--- config.mk ---
export PLATFORM = sky130hd
export DESIGN_NAME = kbd_seq_encoder_flat
export DESIGN_NICKNAME = d
export VERILOG_FILES = /design/src/rtl/kbd_seq_encoder_if.sv /design/src/rtl/kbd_seq_encoder.sv /design/src/flat_wrapper.sv
export SDC_FILE = /design/constraint.sdc
export NUM_CORES = 1
export LEC_CHECK = 0
export ABC_AREA = 0
export ABC_CLOCK_PERIOD_IN_PS = 4600
export BUFFER_PORTS_ARGS = -buffer_cell sky130_fd_sc_hd__buf_2
export CAP_MARGIN = 20
export CELL_PAD_IN_SITES_DETAIL_PLACEMENT = 0
export CELL_PAD_IN_SITES_GLOBAL_PLACEMENT = 1
export CORE_AREA = 2 2 99 82
export CTS_CLUSTER_SIZE = 25
export DETAILED_ROUTE_END_ITERATION = 12
export DIE_AREA = 0 0 101 84
export MAX_ROUTING_LAYER = met4
export PLACE_DENSITY = 0.85
export SYNTH_ARGS = -nofsm -noshare
export SYNTH_HDL_FRONTEND = slang
export SYNTH_SLANG_ARGS = --single-unit
--- constraint.sdc ---
create_clock -name clk -period 4.6 [get_ports clk]
set_clock_uncertainty 0.1 [all_clocks]
set_input_delay 0.69 -clock clk [delete_from_list [all_inputs] [get_ports clk]]
set_output_delay 0.69 -clock clk [all_outputs]
set_load 0.1 [all_outputs]
--- src/rtl/kbd_seq_encoder_if.sv ---
// Byte-stream bundle between a keyboard source and the sequence encoder.
// The key side and the UART-facing handshake travel together.
interface kbd_seq_encoder_if;
  logic [7:0] usb_kbd;
  logic       kbd_strobe;
  logic [7:0] data;
  logic       valid;
  logic       ready;
  logic       overflow;

  modport master (
    output usb_kbd,
    output kbd_strobe,
    output ready,
    input  data,
    input  valid,
    input  overflow
  );

  modport slave (
    input  usb_kbd,
    input  kbd_strobe,
    input  ready,
    output data,
    output valid,
    output overflow
  );
endinterface

--- src/rtl/kbd_seq_encoder.sv ---
// Keyboard code to terminal byte-sequence encoder: edge-detected key events
// feed a FIFO, and a small sequencer expands special keys into ESC pairs.
module kbd_seq_encoder #(
  parameter int DEPTH = 8
) (
  input  logic              clk,
  input  logic              reset,
  kbd_seq_encoder_if.slave  kbd
);

  localparam int AW = $clog2(DEPTH);
  localparam int CW = AW + 1;

  typedef enum logic [1:0] {
    IDLE,
    SEND_ESC,
    SEND_LAST
  } state_t;

  state_t          state_reg, state_next;
  logic            strobe_reg;
  logic [7:0]      fifo_mem [DEPTH];
  logic [AW-1:0]   wr_ptr_reg;
  logic [AW-1:0]   rd_ptr_reg;
  logic [CW-1:0]   count_reg;
  logic [7:0]      data_reg, data_next;
  logic            valid_reg, valid_next;
  logic [7:0]      second_reg, second_next;
  logic            overflow_reg;

  logic            key_event;
  logic            code_ok;
  logic            fifo_full;
  logic            fifo_empty;
  logic            push;
  logic            drop;
  logic            pop;
  logic [7:0]      head;
  logic [7:0]      head_second;
  logic            handshake;

  assign key_event  = kbd.kbd_strobe & ~strobe_reg;
  // Codes 0x88..0xFF have bit 7 set and something in bits 6:3.
  assign code_ok    = ~(kbd.usb_kbd[7] & (|kbd.usb_kbd[6:3]));
  assign fifo_full  = (count_reg == CW'(DEPTH));
  assign fifo_empty = (count_reg == '0);
  // Fullness is judged on the pre-pop count, so a same-cycle pop never helps.
  assign push       = key_event & code_ok & ~fifo_full;
  assign drop       = key_event & code_ok & fifo_full;
  assign handshake  = valid_reg & kbd.ready;

  assign head        = fifo_mem[rd_ptr_reg];
  assign head_second = head[2] ? (8'h50 + {6'd0, head[1:0]})
                               : (8'h41 + {6'd0, head[1:0]});

  always_comb begin
    state_next  = state_reg;
    data_next   = data_reg;
    valid_next  = valid_reg;
    second_next = second_reg;
    pop         = 1'b0;

    case (state_reg)
      IDLE: begin
        if (!fifo_empty) begin
          pop = 1'b1;
        end
      end
      SEND_ESC: begin
        if (handshake) begin
          data_next  = second_reg;
          state_next = SEND_LAST;
        end
      end
      SEND_LAST: begin
        if (handshake) begin
          if (!fifo_empty) begin
            pop = 1'b1;
          end else begin
            valid_next = 1'b0;
            state_next = IDLE;
          end
        end
      end
      default: begin
        state_next = IDLE;
        valid_next = 1'b0;
      end
    endcase

    // Loading a fresh entry is shared by IDLE and the back-to-back SEND_LAST path.
    if (pop) begin
      valid_next = 1'b1;
      if (head[7]) begin
        data_next   = 8'h1B;
        second_next = head_second;
        state_next  = SEND_ESC;
      end else begin
        data_next  = head;
        state_next = SEND_LAST;
      end
    end
  end

  always_ff @(posedge clk) begin
    if (push && !reset) begin
      fifo_mem[wr_ptr_reg] <= kbd.usb_kbd;
    end
  end

  always_ff @(posedge clk) begin
    if (reset) begin
      state_reg    <= IDLE;
      strobe_reg   <= 1'b1;
      wr_ptr_reg   <= '0;
      rd_ptr_reg   <= '0;
      count_reg    <= '0;
      data_reg     <= 8'h00;
      valid_reg    <= 1'b0;
      second_reg   <= 8'h00;
      overflow_reg <= 1'b0;
    end else begin
      state_reg    <= state_next;
      strobe_reg   <= kbd.kbd_strobe;
      data_reg     <= data_next;
      valid_reg    <= valid_next;
      second_reg   <= second_next;
      overflow_reg <= drop;
      if (push) begin
        wr_ptr_reg <= wr_ptr_reg + 1'b1;
      end
      if (pop) begin
        rd_ptr_reg <= rd_ptr_reg + 1'b1;
      end
      case ({push, pop})
        2'b10:   count_reg <= count_reg + 1'b1;
        2'b01:   count_reg <= count_reg - 1'b1;
        default: count_reg <= count_reg;
      endcase
    end
  end

  assign kbd.data     = data_reg;
  assign kbd.valid    = valid_reg;
  assign kbd.overflow = overflow_reg;

endmodule

--- src/flat_wrapper.sv ---
// flat-port wrapper written by rule: the top's interface ports become plain ports
module kbd_seq_encoder_flat 
#(
  parameter int DEPTH = 8
)
  (clk, reset, kbd_usb_kbd, kbd_kbd_strobe, kbd_ready, kbd_data, kbd_valid, kbd_overflow);
  kbd_seq_encoder_if kbd_i ();
  input  logic clk;
  input  logic reset;
  input wire logic [$bits(kbd_i.usb_kbd)-1:0] kbd_usb_kbd;
  input wire logic [$bits(kbd_i.kbd_strobe)-1:0] kbd_kbd_strobe;
  input wire logic [$bits(kbd_i.ready)-1:0] kbd_ready;
  output wire logic [$bits(kbd_i.data)-1:0] kbd_data;
  output wire logic [$bits(kbd_i.valid)-1:0] kbd_valid;
  output wire logic [$bits(kbd_i.overflow)-1:0] kbd_overflow;
  assign kbd_i.usb_kbd = kbd_usb_kbd;
  assign kbd_i.kbd_strobe = kbd_kbd_strobe;
  assign kbd_i.ready = kbd_ready;
  assign kbd_data = kbd_i.data;
  assign kbd_valid = kbd_i.valid;
  assign kbd_overflow = kbd_i.overflow;
  kbd_seq_encoder #(.DEPTH(DEPTH)) u_core (.clk(clk), .reset(reset), .kbd(kbd_i));
endmodule
After elaboration in Yosys (flattened, before gate mapping)
Memories as Yosys holds them, arrays and structs flattened. A register that Yosys moved wholly into a read port is not among the register bits. Index checks and enable logic that the tools add are counted. W data, S select, Z words.

Memory bits (writable): 64. Bits in registers: 31. Word-level logic and storage cells: 71. Memories: 1. Output and inout bits: 10.

Memories: u_core.fifo_mem (depth 8, bits a word 8, rd ports 1, clocked after Yosys merged registers in 1, wr ports 1, RTL line kbd_seq_encoder.sv:22) `logic [7:0] fifo_mem [DEPTH];`.

Equal/unequal tests: 10. Multiplexer cells: 23. Reduce and logical (&&, ||, !) cells: 13. Add/subtract/negate cells: 6. Bitwise operators: 9.

Operators with widths (number): $mux W8 (4); $add A7 B2 Y8 const A (2); $mux W2 (5); $ne A3 B1 Y1 const B (3); $pmux W4 S2 (1); $mux W1 (7); $mux W7 (1); $add A3 B1 Y3 const B (2); $and A1 B1 Y1 (6); $mux W3 (2); $pmux W2 S3 (1); $reduce_bool A2 Y1 (3); $add A4 B1 Y4 const B (1); $eq A2 B1 Y1 const B (2); $eq A2 B2 Y1 const B (2); $eq A4 B4 Y1 const B (1); $logic_not A4 Y1 (1); $ne A2 B1 Y1 const B (2); $pmux W1 S2 (2); $reduce_and A2 Y1 (2); $reduce_and A4 Y1 (1); $reduce_or A4 Y1 (1); $sub A4 B1 Y4 const B (1); $not A1 Y1 (3); 5 further kinds (5).

Depth between registers and ports, before layout
Gate-level depths: netlist (run 1).

Depth after elaboration: 8. Depth in mapped cells: 13.

Least setup slack after synthesis (run 1)
No wires, ideal clock.

Path type: flip-flop to flip-flop. Start point: register u_core.valid_reg (netlist: u_core.kbd.valid). End point: register u_core.count_reg[2]. Setup slack: 1564 ps. Path buffers: 1. Required time: 4372 ps. Arrival time: 2808 ps. Setup time: 128 ps. Stages on the path, launching flop included: 12. Cells stage by stage: dfxtp_1 -> nand2_1 -> a211oi_2 -> buf_4 -> ha_1 -> xor2_1 -> ha_1 -> xnor2_1 -> nor2_1 -> xor2_1 -> mux2i_1 -> nor2_1.

Cells in the longest elaborated chain, start to end: 5. Elaborated cells between the ends (all ways): 7.

RTL lines: from (decl) (RTL line kbd_seq_encoder.sv:27) `logic valid_reg, valid_next;`; from (signal assigned) (RTL line kbd_seq_encoder.sv:126) `valid_reg <= valid_next;`; $and A1 B1 Y1 (*) (RTL line kbd_seq_encoder.sv:50) `assign handshake = valid_reg & kbd.ready;`; $mux W1 (*) (RTL line kbd_seq_encoder.sv:76) `if (handshake) begin`; $pmux W1 S2 (*) (RTL line kbd_seq_encoder.sv:63) `case (state_reg)`; named net u_core.pop (RTL line kbd_seq_encoder.sv:37) `logic pop;`; $eq A2 B1 Y1 or $eq A2 B2 Y1 (tied branches) (RTL line kbd_seq_encoder.sv:135) `case ({push, pop})`; $pmux W4 S2 or $reduce_bool A2 Y1 (tied branches); to (signal assigned) (RTL line kbd_seq_encoder.sv:136) `2'b10: count_reg <= count_reg + 1'b1;`; to (signal assigned) (RTL line kbd_seq_encoder.sv:137) `2'b01: count_reg <= count_reg - 1'b1;`; to (signal assigned) (RTL line kbd_seq_encoder.sv:138) `default: count_reg <= count_reg;`; to (decl) (RTL line kbd_seq_encoder.sv:25) `logic [CW-1:0] count_reg;`.

Mark *: on every way through the listed nets, which the timed path passes. The rest lies on a longest branch. A chain may end at the register's enable or synchronous reset.

Final worst setup path (run 1)
Start point: input kbd_usb_kbd[4]. End point: register u_core.count_reg[3].

Cells in the longest elaborated chain, start to end: 7. Elaborated cells between the ends (all ways): 9.

RTL lines: from (decl) (RTL line flat_wrapper.sv:10) `input wire logic [$bits(kbd_i.usb_kbd)-1:0] kbd_usb_kbd;`; $reduce_or A4 Y1 (*) (RTL line kbd_seq_encoder.sv:44) `assign code_ok = ~(kbd.usb_kbd[7] & (|kbd.usb_kbd[6:3]));`; $and A1 B1 Y1 (*) (RTL line kbd_seq_encoder.sv:44); $not A1 Y1 (*) (RTL line kbd_seq_encoder.sv:44); $and A1 B1 Y1 (*) (2 in series) (RTL line kbd_seq_encoder.sv:48) `assign push = key_event & code_ok & ~fifo_full;`; $eq A2 B1 Y1 or $eq A2 B2 Y1 (tied branches) (RTL line kbd_seq_encoder.sv:135); $pmux W4 S2 or $reduce_bool A2 Y1 (tied branches).

Mark *: on every way between the ends. The rest lies on a longest branch, timed or not.

==> impl_metrics.toml, run 1 <==
[detailed_routing]
ant_nets = 0
drc = 0
totalWireLength_mm = 6.74
avgRoutedWirePerCell_um = 17.1
drtIter0Drc = 136
firstDrtPassIters = 4
num_vias = 2194
viasPerCell = 5.58

[final_layout]
layout.nets = 313
largest_register_ffs = 64
area.growth.synth_to_final_pct = 8.28
antenna_cells = 0
layout-drive-gt1-share = 0.237
fin_util = 0.562

[placed_design]
io_buffer_count = 20
hpwlAfterDp_mm = 4.49
gp_congestion = 0.772
dpl_worst_slack_ns = 1.39

[worst_hold_path]
hold_depth = 2
hp-class = "register to register"

[die]
start_util = 0.519
rows = 29
fp.dieH_um = 84
pin_count = 22
core_um2 = 7620
die_x_um = 101
die-area_um2 = 8480

[setup_path]
max_stage_delay_ns = 0.45
startpoint_type = "input pin"
critPathKind = "input pin to register"
worstSetupEndpointType = "register"
crit_chain = "buf_2 > o41ai_2 > and4b_1 > inv_6 > ha_1 > and3b_2 > a21oi_1 > a2111oi_2 > o21a_1 > nor3_2"
critPathArrivalTime_ns = 2.98
critPathMaxFanout = 9
slowest_stage = "and4b_1"
rr_worst_depth = 8
critPathRequiredTime_ns = 4.72

[clock_tree]
ctsLongestPathBuffers = 2
clockRootBuffer = "clkbuf_8"
numCtsBuffers = 9
cts-hold-fix-buffers = 0
h-tree-depth = 3
path_clk_slew_ns = 0.08
cts_resized = 0
post-cts-setup-buffers = 0
cts.sinks = 94
cts_tree = "yes"
insertion_delay_ns = 0.35

[global_route]
antenna_found_initial = 0
grt.total_usage = 0.179
grt_first_pass_wirelength_mm = 10.8
grt_pass1_vias = 2101
grt_overflow = 0
grt_start_max_net_pins = 33

[synth]
avgSynthCellArea_um2 = 14.5
synth-async-reset-ratio = 0
synth_warnings = 0
synth_most_common_cell = "edfxtp_1"
synthFlopType = "edfxtp_1"
synth_common_cells = "edfxtp_1 (64), nor2_1 (33), dfxtp_1 (30)"
syn-instance-count = 273
synth_edf_count = 64
syn-num-nets = 290
synth.top_cell.area_share = 0.486
synth_top_cell_by_area = "edfxtp_1"
ys_types = 51
synth_seq_area_share = 0.637
netlist_area_um2 = 3960
yosys-top-cells-area = "edfxtp_1 (49%), dfxtp_1 (15%), mux4_2 (8.0%), mux2i_1 (3.3%), nor2_1 (3.1%)"
ys_ff_latch = 94

[pwr]
powerDensity_nw_per_um2 = 536
switchingPower_uw = 835
switching_share = 0.363
p_clk_frac = 0.195
seqPwrFrac = 0.458
ir_drop_mv = 0.211
combPwrFrac = 0.347
internal_power_uw = 1460
p_leak_uw = 0.00150

[timing]
fin_crit_ns = 2.86
fmax_mhz = 350
setup-tns-final_ns = 0
whs_ns = 0.365
hold_viol_final = 0
worst_pin_slew_ns = 0.852
post-route-period-util = 0.621
slew_headroom = 0.430
slew_viol_final = 0
setup_violations = 0
setup_ws_ns = 1.74
rsz0062_at_grt = "false"

[job]
cap_violations = 0

[run_status]
status = "completed"
==> layer usage <==
metal / track usage / vias up / part of all wire
li1: - / 1061 / -
met1: 0.237 / 1070 / 0.46
met2: 0.268 / 54 / 0.48
met3: 0.0553 / 9 / 0.050
met4: 0.0516 / 0 / 0.015
met5: - / - / 0
==> path summary, 6_finish.rpt <==
check	from	endpoint	slack, ns
worst min register to register	u_core.second_reg[6]	u_core.second_reg[6]	0.37
worst max register to register	register	u_core.second_reg[1]	1.81
worst max-delay path	kbd_usb_kbd[4]	u_core.count_reg[3]	1.74
worst min-delay path	u_core.second_reg[6]	u_core.second_reg[6]	0.37
==> cells in the final DEF, fill, tap and decap left out, types with 2 or more instances in the layout <==
cell type | Yosys | routed
buf_2 | 4 | 20
clkbuf_8 | 0 | 9
o22ai_1 | 2 | 2
mux2_2 | 5 | 5
buf_4 | 2 | 8
mux2i_1 | 13 | 13
mux4_2 | 14 | 14
a2111oi_2 | 3 | 3
dfxtp_1 | 30 | 30
a21oi_1 | 11 | 11
a211oi_1 | 2 | 2
a22oi_1 | 2 | 2
and2_1 | 3 | 3
nor2b_1 | 3 | 3
nor3_2 | 2 | 2
ha_1 | 5 | 5
nor2_1 | 33 | 33
xor2_1 | 7 | 7
edfxtp_1 | 64 | 64
xnor2_1 | 3 | 3
nand2_1 | 14 | 14
nor3_1 | 9 | 9
clkinv_1 | 0 | 3
nand3b_1 | 2 | 2
inv_1 | 5 | 5
==> power by group through the flow <==
| stage | clock network [uW] | registers (uW) | logic, uW |
|---|---|---|---|
| 2_1_floorplan | 0 | 1190 | 567 |
| 3_3_place_gp | 0 | 1070 | 795 |
| 3_5_place_dp | 0 | 1070 | 803 |
| 4_1_cts | 460 | 1050 | 805 |
| 5_1_grt | 493 | 1060 | 885 |
| 6_report | 449 | 1050 | 797 |
==> critical path: cells and delay by family <==
kind                     cells  cell delay (ns)
AND/OR/NAND/NOR              3             0.73
AO/OA/AOI/OAI                4             1.06
buffers and inverters        2             0.23
adder cells (fa/ha/maj)      1             0.27
==> kinds of logic after synthesis <==
logic type	synth area share
adder cells (fa/ha/maj)	0.0158
flip-flops	0.637
other	0.000948
buffers and inverters	0.0348
AO/OA/AOI/OAI	0.0582
AND/OR/NAND/NOR	0.104
XOR/XNOR	0.0221
multiplexers	0.127
==> area by class of cell <==
cell class	instances	area, um^2
tap	93	116
sequential	94	2520
fill	602	3330
timing repair buffer	28	160
inverter	6	27.5
clock inverter	5	27.5
clock buffer	10	128
multi-input combinational	157	1300
==> per-stage QoR <==
stage | cell area, um^2 | total power [uW] | std cells
2_1_floorplan | 3960 | 1760 | 273
3_3_place_gp | 4130 | 1860 | 378
3_5_place_dp | 4130 | 1870 | 378
4_1_cts | 4290 | 2320 | 393
5_1_grt | 4290 | 2440 | 393
6_report | 4290 | 2300 | 393
(Power assumes the default switching activity.)
==> inputs of run 2 (changes only) <==
--- a/config.mk
+++ b/config.mk
@@ -5,18 +5,18 @@
 export SDC_FILE = /design/constraint.sdc
 export NUM_CORES = 1
 export LEC_CHECK = 0
-export ABC_AREA = 0
-export ABC_CLOCK_PERIOD_IN_PS = 4600
+export ABC_AREA = 1
+export ABC_CLOCK_PERIOD_IN_PS = 2800
 export BUFFER_PORTS_ARGS = -buffer_cell sky130_fd_sc_hd__buf_2
 export CAP_MARGIN = 20
 export CELL_PAD_IN_SITES_DETAIL_PLACEMENT = 0
 export CELL_PAD_IN_SITES_GLOBAL_PLACEMENT = 1
-export CORE_AREA = 2 2 99 82
+export CORE_AREA = 2 2 109 90
 export CTS_CLUSTER_SIZE = 25
 export DETAILED_ROUTE_END_ITERATION = 12
-export DIE_AREA = 0 0 101 84
+export DIE_AREA = 0 0 111 92
 export MAX_ROUTING_LAYER = met4
-export PLACE_DENSITY = 0.85
+export PLACE_DENSITY = 0.8
 export SYNTH_ARGS = -nofsm -noshare
 export SYNTH_HDL_FRONTEND = slang
 export SYNTH_SLANG_ARGS = --single-unit
==> constraint.sdc (replaced) <==
create_clock -name clk -period 2.8 [get_ports clk]
set_clock_uncertainty 0.1 [all_clocks]
set_input_delay 0.42 -clock clk [delete_from_list [all_inputs] [get_ports clk]]
set_output_delay 0.42 -clock clk [all_outputs]
set_load 0.1 [all_outputs]
==> run 2 against run 1 <==
  * Sequential share of layout area down 5.1 points
  * Sequential power is 67% higher
  * Wire length grew 23%
  * Critical path type is now register to register
  * Critical endpoint is now u_core.second_reg[1]
  * Largest cell class unchanged
==> impl_metrics.toml, run 2 <==
[die]
die-area_um2 = 10200
core_um2 = 9250
start_util = 0.453
rows = 32
die_x_um = 111
pin_count = 22
fp.dieH_um = 92

[final_layout]
largest_register_ffs = 64
num-fill-cells = 841
mostFrequentLayoutCell = "nand2_1"
fin_util = 0.507
multi_input_area_um2 = 1310
layout.nets = 478
regArea_um2 = 2520
antenna_cells = 0
stdcell_area_um2 = 4690
area.growth.synth_to_final_pct = 11.8
layout_common_cells = "nand2_1 (89), edfxtp_1 (64), inv_1 (53)"
layout-drive-gt1-share = 0.167

[detailed_routing]
drtIter0Drc = 146
ant_nets = 0
avgRoutedWirePerCell_um = 14.1
firstDrtPassIters = 4
drc = 0
totalWireLength_mm = 8.28
viasPerCell = 4.88
num_vias = 2856

[synth]
avgSynthCellArea_um2 = 9.71
netlist_area_um2 = 4190
ys_types = 37
synthFlopType = "edfxtp_1"
synth_top_cell_by_area = "edfxtp_1"
synth_most_common_cell = "nand2_1"
ys_ff_latch = 94
synth-async-reset-ratio = 0
syn-num-nets = 449
synth_seq_area_share = 0.601
synth_edf_count = 64
syn-instance-count = 432
yosys-top-cells-area = "edfxtp_1 (46%), dfxtp_1 (14%), nand2_1 (8.0%), inv_1 (4.7%), nand3_1 (3.9%)"
synth_common_cells = "nand2_1 (89), edfxtp_1 (64), inv_1 (53)"
synth.top_cell.area_share = 0.458
synth_warnings = 0

[pwr]
switchingPower_uw = 1990
seqPwrFrac = 0.364
ir_drop_mv = 0.495
internal_power_uw = 2810
p_clk_frac = 0.237
powerDensity_nw_per_um2 = 1020
switching_share = 0.414
p_leak_uw = 0.00194
combPwrFrac = 0.400

[setup_path]
crit_family = "flip-flops"
startpoint_type = "register"
worstSetupEndpointType = "register"
path_buf_inv = 3
critPathArrivalTime_ns = 2.23
slowest_stage = "dfxtp_1"
crit_top_cell = "nand2_1"
critPathRequiredTime_ns = 2.94
critPathMaxFanout = 14
critPathKind = "register to register"
max_stage_delay_ns = 0.61
crit_chain = "inv_2 > nand3_1 > nand2_1 > o21ai_1 > inv_1 > ha_1 > nand2_1 > nand3_1 > nand2_1 > inv_1"

[clock_tree]
post-cts-setup-buffers = 0
cts_tree = "yes"
path_clk_slew_ns = 0.07
cts.sinks = 94
ctsLongestPathBuffers = 2
insertion_delay_ns = 0.33
clockRootBuffer = "clkbuf_16"
cts-hold-fix-buffers = 0
h-tree-depth = 3
cts_resized = 0
numCtsBuffers = 9

[run_status]
status = "completed"

[timing]
slew_viol_final = 0
setup-tns-final_ns = 0
fin_crit_ns = 2.09
rsz0062_at_grt = "false"
whs_ns = 0.178
slew_headroom = 0.591
setup_violations = 0
worst_pin_slew_ns = 0.613
post-route-period-util = 0.748
fmax_mhz = 477
hold_viol_final = 0

[global_route]
grt.total_usage = 0.179
grt_overflow = 0
grt_first_pass_wirelength_mm = 13.7
antenna_found_initial = 0
grt_start_max_net_pins = 29
grt_pass1_vias = 2762

[job]
cap_violations = 0

[placed_design]
place_area_um2 = 4410
gp_congestion = 0.808
io_buffer_count = 20
hpwlAfterDp_mm = 5.54

[worst_hold_path]
hp-class = "input pin to register"
## run 2: layer usage
metal,global-route usage,wire (um),vias to the layer above
met2,0.269,3820,59
met4,0.0375,56,0
li1,-,-,1480
met1,0.249,3990,1313
met5,-,0,-
met3,0.0463,409,4
## run 2: worst reg2reg max path: cells and delay by family, from the launching register on
kind	cells	cell delay, ns
buf+inv	3	0.38
flops	1	0.61
simple gates	5	0.41
compound gates	1	0.22
fa+ha+maj	1	0.29
## run 2: stage by stage
stage               std cells  total power (uW)  worst slack (ns)
floorplan                 432              3410            0.0509
finish                    585              4800             0.705
CTS                       585              4840             0.680
detailed placement        569              3700             0.663
global placement          569              3690             0.693
global route              585              5160             0.457
## run 2: cell families (layout without fill, tap and decap cells)
kind of cell | Yosys count | after routing | synth area share
buffers and inverters | 75 | 109 | 0.0874
and+or+nand+nor | 192 | 192 | 0.209
AOI/OAI and AO/OA | 64 | 64 | 0.0847
xor gates and xnor gates | 1 | 1 | 0.00209
adders and majority gates | 5 | 5 | 0.0149
DFF | 94 | 94 | 0.601
other | 1 | 1 | 0.000894
## run 2: path summary, 6_finish.rpt
kind | start | end | slack (ns) | depth (start not counted)
setup / recovery | register | u_core.second_reg[1] | 0.71 | 10
hold / removal | kbd_kbd_strobe | u_core.strobe_reg | 0.18 | 3
setup reg to reg | register | u_core.second_reg[1] | 0.71 | 10
hold reg to reg | u_core.rd_ptr_reg[2] | u_core.rd_ptr_reg[2] | 0.36 | 2
## run 2: layout make-up
cell class / count / area share
sequential: 94 / 0.538
multi-input combinational: 263 / 0.278
inverter: 60 / 0.0496
clock buffer: 9 / 0.0480
timing repair buffer: 33 / 0.0422
tap: 119 / 0.0318
clock inverter: 7 / 0.0123
## run 2: power by group through the flow
stage | combinational [uW] | sequential [uW] | clock (uW)
floorplan | 1390 | 2020 | 0
global placement | 1920 | 1770 | 0
detailed placement | 1920 | 1780 | 0
CTS | 1930 | 1750 | 1160
global route | 2170 | 1770 | 1220
finish | 1920 | 1750 | 1140
